<file path="src/rtl/cdf_pkg.sv">
// Shared definitions for the CDF pipeline: word format, tag placement and entry type.
// Both the store (writeback) and fetch ends import this so the memory word layout agrees.
package cdf_pkg;

    localparam int DATA_W      = 20;
    localparam int ADDR_W      = 16;
    localparam int BUS_W       = 128;
    localparam int NUM_ENTRIES = 256;
    localparam int CNT_W       = 9;

    localparam logic [15:0]       TAG       = 16'hAAAA;
    localparam int                TAG_LSB   = 20;
    localparam int                TAG_MSB   = 35;
    localparam logic [ADDR_W-1:0] BASE_ADDR = 16'h0000;

    typedef enum logic [1:0] {
        IDLE = 2'd0,
        RUN  = 2'd1,
        DONE = 2'd2
    } state_t;

    typedef struct packed {
        logic [DATA_W-1:0] data;
        logic [ADDR_W-1:0] address;
    } entry_t;

    // Tagged memory word: data in the low bits, validity tag above it, rest zero.
    function automatic logic [BUS_W-1:0] format_word(input logic [DATA_W-1:0] data);
        logic [BUS_W-1:0] word;
        word                  = '0;
        word[DATA_W-1:0]      = data;
        word[TAG_MSB:TAG_LSB] = TAG;
        return word;
    endfunction

endpackage

</file>
<file path="src/rtl/cdf_store_fifo.sv">
// Two-entry synchronous FIFO of {data, address} entries between the input and write ports.
// Push is ignored when full and pop when empty; flush empties it in one cycle.
module cdf_store_fifo
    import cdf_pkg::*;
(
    input  logic   clock,
    input  logic   reset_n,
    input  logic   flush,
    input  logic   push,
    input  entry_t push_entry,
    input  logic   pop,
    output entry_t head,
    output logic   full,
    output logic   empty
);

    entry_t     mem_r [2];
    logic       wr_ptr_r;
    logic       rd_ptr_r;
    logic [1:0] count_r;
    logic       do_push_s;
    logic       do_pop_s;

    assign full      = (count_r == 2'd2);
    assign empty     = (count_r == 2'd0);
    assign do_push_s = push && !full;
    assign do_pop_s  = pop && !empty;
    assign head      = mem_r[rd_ptr_r];

    // Entry storage; cleared on reset so the head reads zero before any push.
    always_ff @(posedge clock or negedge reset_n) begin
        if (!reset_n) begin
            mem_r[0] <= '0;
            mem_r[1] <= '0;
        end else if (do_push_s && !flush) begin
            mem_r[wr_ptr_r] <= push_entry;
        end
    end

    // Pointers and occupancy.
    always_ff @(posedge clock or negedge reset_n) begin
        if (!reset_n) begin
            wr_ptr_r <= 1'b0;
            rd_ptr_r <= 1'b0;
            count_r  <= 2'd0;
        end else if (flush) begin
            wr_ptr_r <= 1'b0;
            rd_ptr_r <= 1'b0;
            count_r  <= 2'd0;
        end else begin
            if (do_push_s) wr_ptr_r <= ~wr_ptr_r;
            if (do_pop_s)  rd_ptr_r <= ~rd_ptr_r;
            case ({do_push_s, do_pop_s})
                2'b10:   count_r <= count_r + 2'd1;
                2'b01:   count_r <= count_r - 2'd1;
                default: count_r <= count_r;
            endcase
        end
    end

endmodule

</file>
<file path="src/rtl/cdf_store.sv">
// Writeback end of the CDF pipeline: buffers {value, address} beats and writes tagged words.
// Optional address range check enabled by defining CDF_STORE_ADDR_CHECK_EN.
module cdf_store
    import cdf_pkg::*;
(
    input  logic              clock,
    input  logic              reset_n,
    input  logic              start,
    input  logic              in_valid,
    input  logic [DATA_W-1:0] in_data,
    input  logic [ADDR_W-1:0] in_address,
    output logic              in_ready,
    output logic [BUS_W-1:0]  write_bus,
    output logic [ADDR_W-1:0] write_address,
    output logic              write_enable,
    input  logic              write_ready,
    output logic              done,
    output logic [CNT_W-1:0]  written_count,
    output logic              addr_err
);

    state_t           state_r;
    state_t           state_next_s;
    logic [CNT_W-1:0] accepted_count_r;
    logic [CNT_W-1:0] written_count_r;
    entry_t           head_s;
    entry_t           push_entry_s;
    logic             full_s;
    logic             empty_s;
    logic             in_fire_s;
    logic             write_fire_s;
    logic             push_s;
    logic             run_entry_s;
    logic             abort_s;
    logic             flush_s;
    logic             in_range_s;

    assign in_ready      = (state_r == RUN) && !full_s && (accepted_count_r < CNT_W'(NUM_ENTRIES));
    assign write_enable  = (state_r == RUN) && !empty_s;
    assign in_fire_s     = in_valid && in_ready;
    assign write_fire_s  = write_enable && write_ready;
    // Gate the head so an idle port shows zeros rather than a stale tagged word.
    assign write_bus     = write_enable ? format_word(head_s.data) : {BUS_W{1'b0}};
    assign write_address = write_enable ? head_s.address : {ADDR_W{1'b0}};
    assign done          = (state_r == DONE);
    assign written_count = written_count_r;

    assign run_entry_s   = (state_r == IDLE) && start;
    assign abort_s       = (state_r == RUN) && !start;
    assign flush_s       = run_entry_s || abort_s;
    assign push_s        = in_fire_s && in_range_s;
    assign push_entry_s  = '{data: in_data, address: in_address};

`ifdef CDF_STORE_ADDR_CHECK_EN
    logic addr_err_r;

    assign in_range_s = (in_address >= BASE_ADDR) &&
                        ({1'b0, in_address} <= ({1'b0, BASE_ADDR} + 17'(NUM_ENTRIES - 1)));
    assign addr_err   = addr_err_r;

    // Sticky out-of-range flag, cleared at the start of each run.
    always_ff @(posedge clock or negedge reset_n) begin
        if (!reset_n) begin
            addr_err_r <= 1'b0;
        end else if (run_entry_s) begin
            addr_err_r <= 1'b0;
        end else if (in_fire_s && !in_range_s) begin
            addr_err_r <= 1'b1;
        end
    end
`else
    assign in_range_s = 1'b1;
    assign addr_err   = 1'b0;
`endif

    // State register.
    always_ff @(posedge clock or negedge reset_n) begin
        if (!reset_n) begin
            state_r <= IDLE;
        end else begin
            state_r <= state_next_s;
        end
    end

    // Next-state logic; abort takes priority over completion.
    always_comb begin
        state_next_s = state_r;
        case (state_r)
            IDLE: begin
                if (start) state_next_s = RUN;
                else       state_next_s = IDLE;
            end
            RUN: begin
                if (!start)
                    state_next_s = IDLE;
                else if (write_fire_s && (written_count_r == CNT_W'(NUM_ENTRIES - 1)))
                    state_next_s = DONE;
                else
                    state_next_s = RUN;
            end
            DONE: begin
                if (!start) state_next_s = IDLE;
                else        state_next_s = DONE;
            end
            default: state_next_s = IDLE;
        endcase
    end

    // Accepted and written counters, zeroed on run entry and on abort.
    always_ff @(posedge clock or negedge reset_n) begin
        if (!reset_n) begin
            accepted_count_r <= '0;
            written_count_r  <= '0;
        end else if (flush_s) begin
            accepted_count_r <= '0;
            written_count_r  <= '0;
        end else begin
            if (in_fire_s)    accepted_count_r <= accepted_count_r + 9'd1;
            if (write_fire_s) written_count_r  <= written_count_r + 9'd1;
        end
    end

    cdf_store_fifo u_fifo (
        .clock      (clock),
        .reset_n    (reset_n),
        .flush      (flush_s),
        .push       (push_s),
        .push_entry (push_entry_s),
        .pop        (write_fire_s),
        .head       (head_s),
        .full       (full_s),
        .empty      (empty_s)
    );

endmodule

</file>
<file path="config.mk">
export PLATFORM = sky130hd
export DESIGN_NAME = cdf_store
export DESIGN_NICKNAME = d
export VERILOG_FILES = /design/src/rtl/cdf_pkg.sv /design/src/rtl/cdf_store_fifo.sv /design/src/rtl/cdf_store.sv
export SDC_FILE = /design/constraint.sdc
export NUM_CORES = 1
export LEC_CHECK = 0
export CORE_ASPECT_RATIO = 1.5
export CORE_MARGIN = 3
export CORE_UTILIZATION = 45
export DETAILED_ROUTE_END_ITERATION = 12
export PLACE_DENSITY = 0.81
export SKIP_LAST_GASP = 1
export SLEW_MARGIN = 5
export SYNTH_ARGS = -nofsm -noshare
export SYNTH_HDL_FRONTEND = slang
export SYNTH_SLANG_ARGS = --single-unit
</file>
<file path="constraint.sdc">
create_clock -name clock -period 2.2 [get_ports clock]
set_input_delay 0.44 -clock clock [delete_from_list [all_inputs] [get_ports clock]]
set_output_delay 0.44 -clock clock [all_outputs]
set_load 0.01 [all_outputs]
</file>
## After elaboration in Yosys (flattened, before gate mapping)

Index checks and enable logic that the tools add are counted.

| operators by class | value |
|---|---|
| bitwise operators | 4 |
| reductions and logical operators | 24 |
| magnitude comparators | 4 |
| add/subtract/negate cells | 4 |
| equality and inequality tests | 6 |
| mux-type cells | 23 |

Operators with widths:

| operator | number |
|---|---|
| $mux W36 | 5 |
| $bwmux W72 | 1 |
| $demux W36 S1 | 1 |
| $mux W9 | 4 |
| $add A9 B1 Y9 const B | 2 |
| $mux W16 | 1 |
| $logic_and A1 B1 Y1 | 12 |
| $eq A9 B8 Y1 const B | 1 |
| $lt A9 B9 Y1 const B | 1 |
| $mux W2 | 4 |
| $reduce_bool A2 Y1 | 4 |
| $eq A2 B2 Y1 const B | 3 |
| $pmux W2 S3 | 1 |
| $mux W1 | 5 |
| $eq A2 B1 Y1 const B | 2 |
| $ge A2 B2 Y1 const B | 2 |
| $logic_not A1 Y1 | 4 |
| $logic_not A2 Y1 | 2 |
| $not A1 Y2 | 2 |
| $pmux W2 S2 | 1 |
| $reduce_bool A3 Y1 | 1 |
| $add A2 B1 Y2 const B | 1 |
| $lt A2 B1 Y1 const B | 1 |
| $not A1 Y1 | 2 |
| 2 further kinds | 2 |

| word-level totals | value |
|---|---|
| input bits | 41 |
| register bits | 96 |
| word-level logic and storage cells | 75 |
| output and inout bits | 157 |

## Longest topological paths before layout

Gate-level depths: netlist (run 1).

| logic depth | value |
|---|---|
| word-level depth | 9 |
| mapped depth | 6 |
| mapped depth without buffers | 6 |

## By module

A second synthesis (run 1) with hierarchy kept.

| second synthesis, totals | value |
|---|---|
| cell total of the unflattened synthesis | 473 |
| area, all modules | 5,527.8 um2 |

Modules (own cells, without submodules):

| module | area an instance (um2) | cells an instance | times used | sequential area each (um2) |
|---|---|---|---|---|
| cdf_store_fifo | 3,440.8 | 215 | 1 | 1,901.8 |
| cdf_store | 2,087.0 | 258 | 1 | 500.5 |

## Worst setup path before layout (run 1)

No wires, ideal clock.

| timing path | value |
|---|---|
| kind | flip-flop to output port |
| from | register u_fifo.count_r[0] |
| to | output port write_bus[21] |
| path slack | 419 ps |
| stages on the path, launching flop included | 5 |
| arrival | 1,341 ps |
| buffers on the path | 1 |
| data required time | 1,760 ps |
| cells stage by stage | dfrtp_1 -> or2_2 -> nand2_1 -> inv_1 -> buf_4 |

| between the ends | value |
|---|---|
| longest elaborated chain between the ends | 4 |

Ends and longest elaborated chain:

| element | RTL line | source |
|---|---|---|
| start, declared | cdf_store_fifo.sv:20 | `logic [1:0] count_r;` |
| start signal, assigned | cdf_store_fifo.sv:54 | `2'b10: count_r <= count_r + 2'd1;` |
| start signal, assigned | cdf_store_fifo.sv:55 | `2'b01: count_r <= count_r - 2'd1;` |
| start signal, assigned | cdf_store_fifo.sv:56 | `default: count_r <= count_r;` |
| $logic_not A2 Y1 | cdf_store_fifo.sv:25 | `assign empty = (count_r == 2'd0);` |
| $logic_not A1 Y1 | cdf_store.sv:39 | `assign write_enable = (state_r == RUN) && !empty_s;` |
| $logic_and A1 B1 Y1 | cdf_store.sv:39 |  |
| via write_enable | cdf_store.sv:15 | `output logic write_enable,` |
| $mux W36 | cdf_store.sv:43 | `assign write_bus = write_enable ? format_word(head_s.data) : {BUS_W{1'b0}};` |
| end, declared | cdf_store.sv:13 | `output logic [BUS_W-1:0] write_bus,` |

The timed path passes the listed nets, and every way through them passes these cells.

## Worst setup path in the final report (run 1)

| timing path | value |
|---|---|
| from | register state_r[1] |
| to | output port write_address[8] |

| between the ends | value |
|---|---|
| longest elaborated chain between the ends | 3 |

Ends and longest elaborated chain:

| element | RTL line | source |
|---|---|---|
| start, declared | cdf_store.sv:22 | `state_t state_r;` |
| start signal, assigned | cdf_store.sv:81 | `state_r <= state_next_s;` |
| $eq A2 B1 Y1 | cdf_store.sv:39 |  |
| $logic_and A1 B1 Y1 | cdf_store.sv:39 |  |
| $mux W16 | cdf_store.sv:44 | `assign write_address = write_enable ? head_s.address : {ADDR_W{1'b0}};` |
| end, declared | cdf_store.sv:14 | `output logic [ADDR_W-1:0] write_address,` |

No other way between the ends.

==> results.ini, run 1 <==
[status]
status=finished clean

[placement]
pre_cts_slack_ns=-0.0203
placed_cell_area_um2=6170
io_buffers=96
dp_hpwl_um=7850
place_congestion=0.783

[logic_synthesis]
mappedNetlistArea_um2=5340
syn_avg_cell_area_um2=11.3
seq_area_frac_synth_pct=45.0
synth.area.top_cells=dfrtp_1 (45%), buf_4 (16%), mux2_2 (15%), mux2i_1 (7.1%), nor2_1 (3.7%)
synth_flop_cell=dfrtp_1
ys_types=40
synthMostInstantiatedCell=buf_4
synth-seq-cells=96
synth_edf_count=0
async_flop_share_pct=100
synth_top_area_share_pct=45.0
synthTopCellsByCount=buf_4 (111), dfrtp_1 (96), mux2_2 (72), nor2_1 (53), mux2i_1 (38)
synth_warnings=0
yosysTopAreaCell=dfrtp_1
synth_cells=474

[setup_path]
slowest_delay_ns=0.37
crit_fanout=13
end_kind=output port
crit_family=simple AND/OR/NAND/NOR gates
crit_slowest_cell=dfrtp_1
path_buf_inv=2
critPathKind=reg -> out
arrival_ns=1.67
required_ns=1.76
crit_chain=and2b_2, nand2_8, buf_16, nor2_1, dlygate4sd2_1
critPathLaunchType=flop

[routing]
drc_errors=0
drtIter0Drc=130
via_per_inst=4.76
drt_wl_total_um=11000
dr.pass1.iters=4
drt.antenna.violating_nets=0
vias=3482
wl_per_cell_um=15.0

[finish]
area_delta_synth_final_pct=23.8
fin_area_um2=6610
drive_gt1_share_pct=21.5
fill_cells=986
nNetsFinal=621
num_antenna_cells=0
seq_area_um2=2400
multiInputGateArea_um2=2380

[flow_run]
drv_cap=0

[sta]
rsz0062_at_grt=no
worstMarginPinSlew_ns=0.568
hold_viol=0
drv_slew=0
setup_ws_ns=0.0941
tns_ns=0
fin_crit_sh_pct=95.7
period_needed_ns=2.11
slew_headroom_pct=62.1
clock.fmax_ghz=0.475
setup_viol=0
finClkSkew_ns=0.00700

[clock_tree]
hold_buffers=0
cts.clk_slew.worst_paths_ns=0.06
cts-root-buf=clkbuf_16
cts_tree=built
cts_htree_levels=3
insertion_delay_ns=0.34
clkSinkCount=96
clk_path_buf_depth=2
cts_buffers=9

[floorplan]
die_y_um=139
die_w_um=94.9
initial_core_util_pct=46.3
io_pins=198
core_region_area_um2=11500
fp.dieArea_um2=13200
rows=48

[global_routing]
grt.total_usage_pct=17.1
overflow=0
grt_pass1_wl_um=17700
grt_pass1_vias=3579
antenna_found_initial=0
grt_start_max_net_pins=45

[worst_hold_path]
worstHoldPathType=in -> async

[pwr]
p_leak_nw=3.28
peakVddDrop_v=0.000515
power.density_nw_per_um2=820

## timing repair
item                                    4_1_cts  5_1_grt
hold endpoints to repair                      0        0
buffers inserted                              2        0
endpoints found under the setup margin       46       20
resized for setup                            35       21
cloned                                        1        0
## kinds of logic (layout without fill, tap and decap cells)
group	after synthesis	after routing	share of synthesized area (%)
multiplexers	110	110	22.3
adder cells (fa/ha/maj)	3	3	0.703
AO/OA/AOI/OAI	11	11	1.24
other	1	101	0.0702
AND/OR/NAND/NOR	106	106	10.2
flip-flops	96	96	45.0
XOR/XNOR	16	16	2.62
buffers and inverters	131	139	17.9
## per-layer routing
metal	vias to the layer above	share of wire (%)	GRT usage, %
li1	1591	-	-
met2	148	55	30.5
met3	17	5.5	2.87
met1	1726	37	20.0
met4	0	2.0	6.69
met5	-	0	0
## cells in the final DEF, fill, tap and decap left out, drive strengths merged, types with 4 or more instances in the layout
| master | n |
|---|---|
| a21oi | 5 |
| and3 | 4 |
| buf | 24 |
| clkbuf | 13 |
| clkdlybuf4s50 | 49 |
| conb | 101 |
| dfrtp | 96 |
| dlygate4sd2 | 26 |
| dlymetal6s2s | 17 |
| mux2 | 72 |
| mux2i | 38 |
| nand2 | 10 |
| nand3 | 7 |
| nand4 | 4 |
| nor2 | 54 |
| nor3 | 7 |
| xnor2 | 11 |
| xor2 | 5 |
## registers in the layout, summed over array words and instances (netlist names)
| name | count |
|---|---|
| u_fifo.rd_ptr_r | 1 |
| u_fifo.wr_ptr_r | 1 |
| u_fifo.mem_r | 72 |
| state_r | 2 |
| u_fifo.count_r | 2 |
| written_count | 9 |
| accepted_count_r | 9 |
## final timing paths
path | start | endpoint | slack (ns) | cells past startpoint
worst max-delay path | state_r[1] | write_address[8] | 0.09 | 5
worst min-delay path | reset_n | u_fifo.mem_r[58] | 0.10 | 1
worst max register to register | u_fifo.count_r[0] | u_fifo.mem_r[62] | 0.37 | 6
worst min register to register | u_fifo.mem_r[50] | u_fifo.mem_r[50] | 0.50 | 1
max in group asynchronous | reset_n | u_fifo.mem_r[6] | 1.46 | 2
min in group clock | u_fifo.mem_r[50] | u_fifo.mem_r[50] | 0.50 | 1
## worst reg2reg max path, cell delays in order, from the launching register on
cell      delay [ns]
dfrtp_1         0.38
buf_4           0.15
and2b_4         0.31
nor2_4          0.06
nand3b_1        0.22
buf_12          0.22
mux2_2          0.37
## stage by stage
step	power [W]	instances	hold WS [ns]	util (%)
floorplan	0.00327	574	0.144	-
global placement	0.00351	713	0.474	53.5
detailed placement	0.00360	713	0.476	53.5
CTS	0.00548	732	0.110	57.0
global route	0.00570	732	0.129	57.3
finish	0.00542	732	0.102	57.3
## power by group
group          total [W]  switching (W)  internal (W)
Sequential       0.00241       0.000221       0.00218
Combinational    0.00115       0.000513      0.000636
Clock            0.00186       0.000656       0.00121
Total            0.00542        0.00139       0.00403
## layout make-up
class / count / area share [%]
well taps: 150 / 2.84
clock inverters: 4 / 1.50
multi-input cells: 347 / 36.0
repair buffers: 119 / 19.0
clock buffers: 12 / 4.03
flip-flops and latches: 96 / 36.4
inverters: 4 / 0.284
No activity file was read; power rests on OpenSTA's default activity.
==> inputs of run 2 (changes only) <==
Settings changed: GPL_TIMING_DRIVEN set to 0.
==> run 2 against run 1 <==
The flow now finishes with violations (setup timing). Cell area increased by 11%. Global-route usage grew 0.41 points. Flip-flop and latch count is the same. Worst hold slack is essentially flat. Largest cell class unchanged. Highest routed layer unchanged.
==> results.ini, run 2 (synthesis gave the netlist of run 1 again) <==
[status]
status=complete, but fails checks
violations=setup timing

[routing]
drt_wl_total_um=11900
drt.antenna.violating_nets=0
drtIter0Drc=135
wl_per_cell_um=13.8
dr.pass1.iters=4
via_per_inst=4.47
vias=3842
drc_errors=0

[placement]
pre_cts_slack_ns=-0.459
dp_hpwl_um=8450
placed_cell_area_um2=6890
io_buffers=96
place_congestion=0.803

[finish]
mostFrequentLayoutCells=buf_4 (132), conb_1 (101), dfrtp_1 (93)
drive_gt1_share_pct=36.8
num_antenna_cells=0
largest_register_ffs=72
nNetsFinal=748
layout_commonest_cell=buf_4
registers.top_by_ff_count=u_fifo.mem_r
fill_cells=922
fin_area_um2=7360
final_core_util_pct=63.8
area_delta_synth_final_pct=37.8

[floorplan]
fp.dieArea_um2=13200
initial_core_util_pct=46.3
io_pins=198
die_y_um=139
core_region_area_um2=11500
die_w_um=94.9
rows=48

[setup_path]
reg2reg_setup_slack_ns=0.19
critPathLaunchType=flop
end_kind=output port
crit_slowest_cell=dfrtp_2
critPathKind=reg -> out
crit_chain=or2_4, nand2_8, buf_6, clkbuf_16, nor2_1, dlygate4sd2_1
path_buf_inv=3
arrival_ns=1.77
crit_family=buffers and inverters
crit_fanout=6
slowest_delay_ns=0.44
required_ns=1.76

[sta]
setup_viol=6
fin_crit_sh_pct=100
setup_ws_ns=-0.00919
hold_viol=0
worstMarginPinSlew_ns=0.594
drv_slew=0
rsz0062_at_grt=yes
finClkSkew_ns=0.00693
slew_headroom_pct=60.4
period_needed_ns=2.21
clock.fmax_ghz=0.453

[clock_tree]
cts-root-buf=clkbuf_16
hold_buffers=0
cts_buffers=9
cts_tree=built
cts_htree_levels=3
cts.clk_slew.worst_paths_ns=0.07
insertion_delay_ns=0.34
clkSinkCount=96
clk_path_buf_depth=2

[global_routing]
antenna_found_initial=0
overflow=0
grt_pass1_wl_um=18200
grt.total_usage_pct=17.5
grt_start_max_net_pins=52
grt_pass1_vias=3735

[pwr]
peakVddDrop_v=0.000640
p_leak_nw=3.63
power_w=0.00522
power.density_nw_per_um2=710

[flow_run]
drv_cap=0

[worst_hold_path]
worstHoldPathType=in -> async

-- run 2: cell count changes in the layout (fill, tap and decap cells not counted), sizes merged --
| cell | previous run | this run |
|---|---|---|
| dlymetal6s2s | 17 | 0 |
| inv | 3 | 4 |
| clkinv | 1 | 2 |
| clkdlybuf4s15 | 2 | 5 |
| clkbuf | 13 | 29 |
| nand2 | 10 | 11 |
| bufinv | 3 | 0 |
| dlygate4sd2 | 26 | 28 |
| clkinvlp | 1 | 4 |
| buf | 24 | 144 |
-- run 2: repair_timing --
item / 4_1_cts / 5_1_grt
gates resized for setup: 71 / 37
pin swaps: 2 / 1
cloned: 2 / 2
buffers inserted: 10 / 8
endpoints found under the setup margin: 46 / 43
-- run 2: layout make-up --
cell class / count / area, um2 / share of cell area, %
Multi-Input combinational cell: 348 / 2390 / 32.5
Sequential cell: 96 / 2410 / 32.7
Inverter: 4 / 18.8 / 0.255
Tap cell: 150 / 188 / 2.55
Clock buffer: 11 / 243 / 3.30
Timing Repair Buffer: 117 / 1070 / 14.6
Timing Repair inverter: 1 / 7.51 / 0.102
Buffer: 127 / 991 / 13.5
Clock inverter: 5 / 41.3 / 0.561
-- run 2: report_power, final --
part | total, W | internal [W] | switching, W
Clock | 0.00148 | 0.000806 | 0.000674
Sequential | 0.00240 | 0.00218 | 0.000217
Combinational | 0.00134 | 0.000786 | 0.000554
-- run 2: per-stage QoR --
stage,TNS [ns],instances,hold WS (ns)
5_1_grt,-0.712,859,0.134
4_1_cts,-1.64,849,0.116
6_report,-0.0262,859,0.102
2_1_floorplan,0,574,0.144
3_5_place_dp,-21.62,821,0.485
3_3_place_gp,-275.29,820,0.485
-- run 2: final timing paths --
path | start | endpoint | cells past startpoint
setup / recovery | u_fifo.count_r[1] | write_bus[17] | 6
hold / removal | reset_n | u_fifo.mem_r[22] | 1
setup reg to reg | state_r[1] | u_fifo.mem_r[32] | 7
hold reg to reg | u_fifo.mem_r[55] | u_fifo.mem_r[55] | 1
max in group asynchronous | reset_n | u_fifo.count_r[1] | 2
min in group clock | u_fifo.mem_r[55] | u_fifo.mem_r[55] | 1
-- run 2: routing by layer --
| layer | vias up | part of all wire (%) | GRT usage (%) |
|---|---|---|---|
| li1 | 1836 | - | - |
| met1 | 1826 | 37 | 19.3 |
| met2 | 162 | 54 | 31.7 |
| met3 | 18 | 7.3 | 3.41 |
| met4 | 0 | 1.9 | 7.53 |
| met5 | - | 0 | 0 |
==> inputs of run 3 (changes only) <==
Settings changed: CTS_CLUSTER_DIAMETER set to 40, GPL_TIMING_DRIVEN 0 to not set.
==> results of run 3 <==
The final DEF is identical to that of run 1; final timing and power are the same.
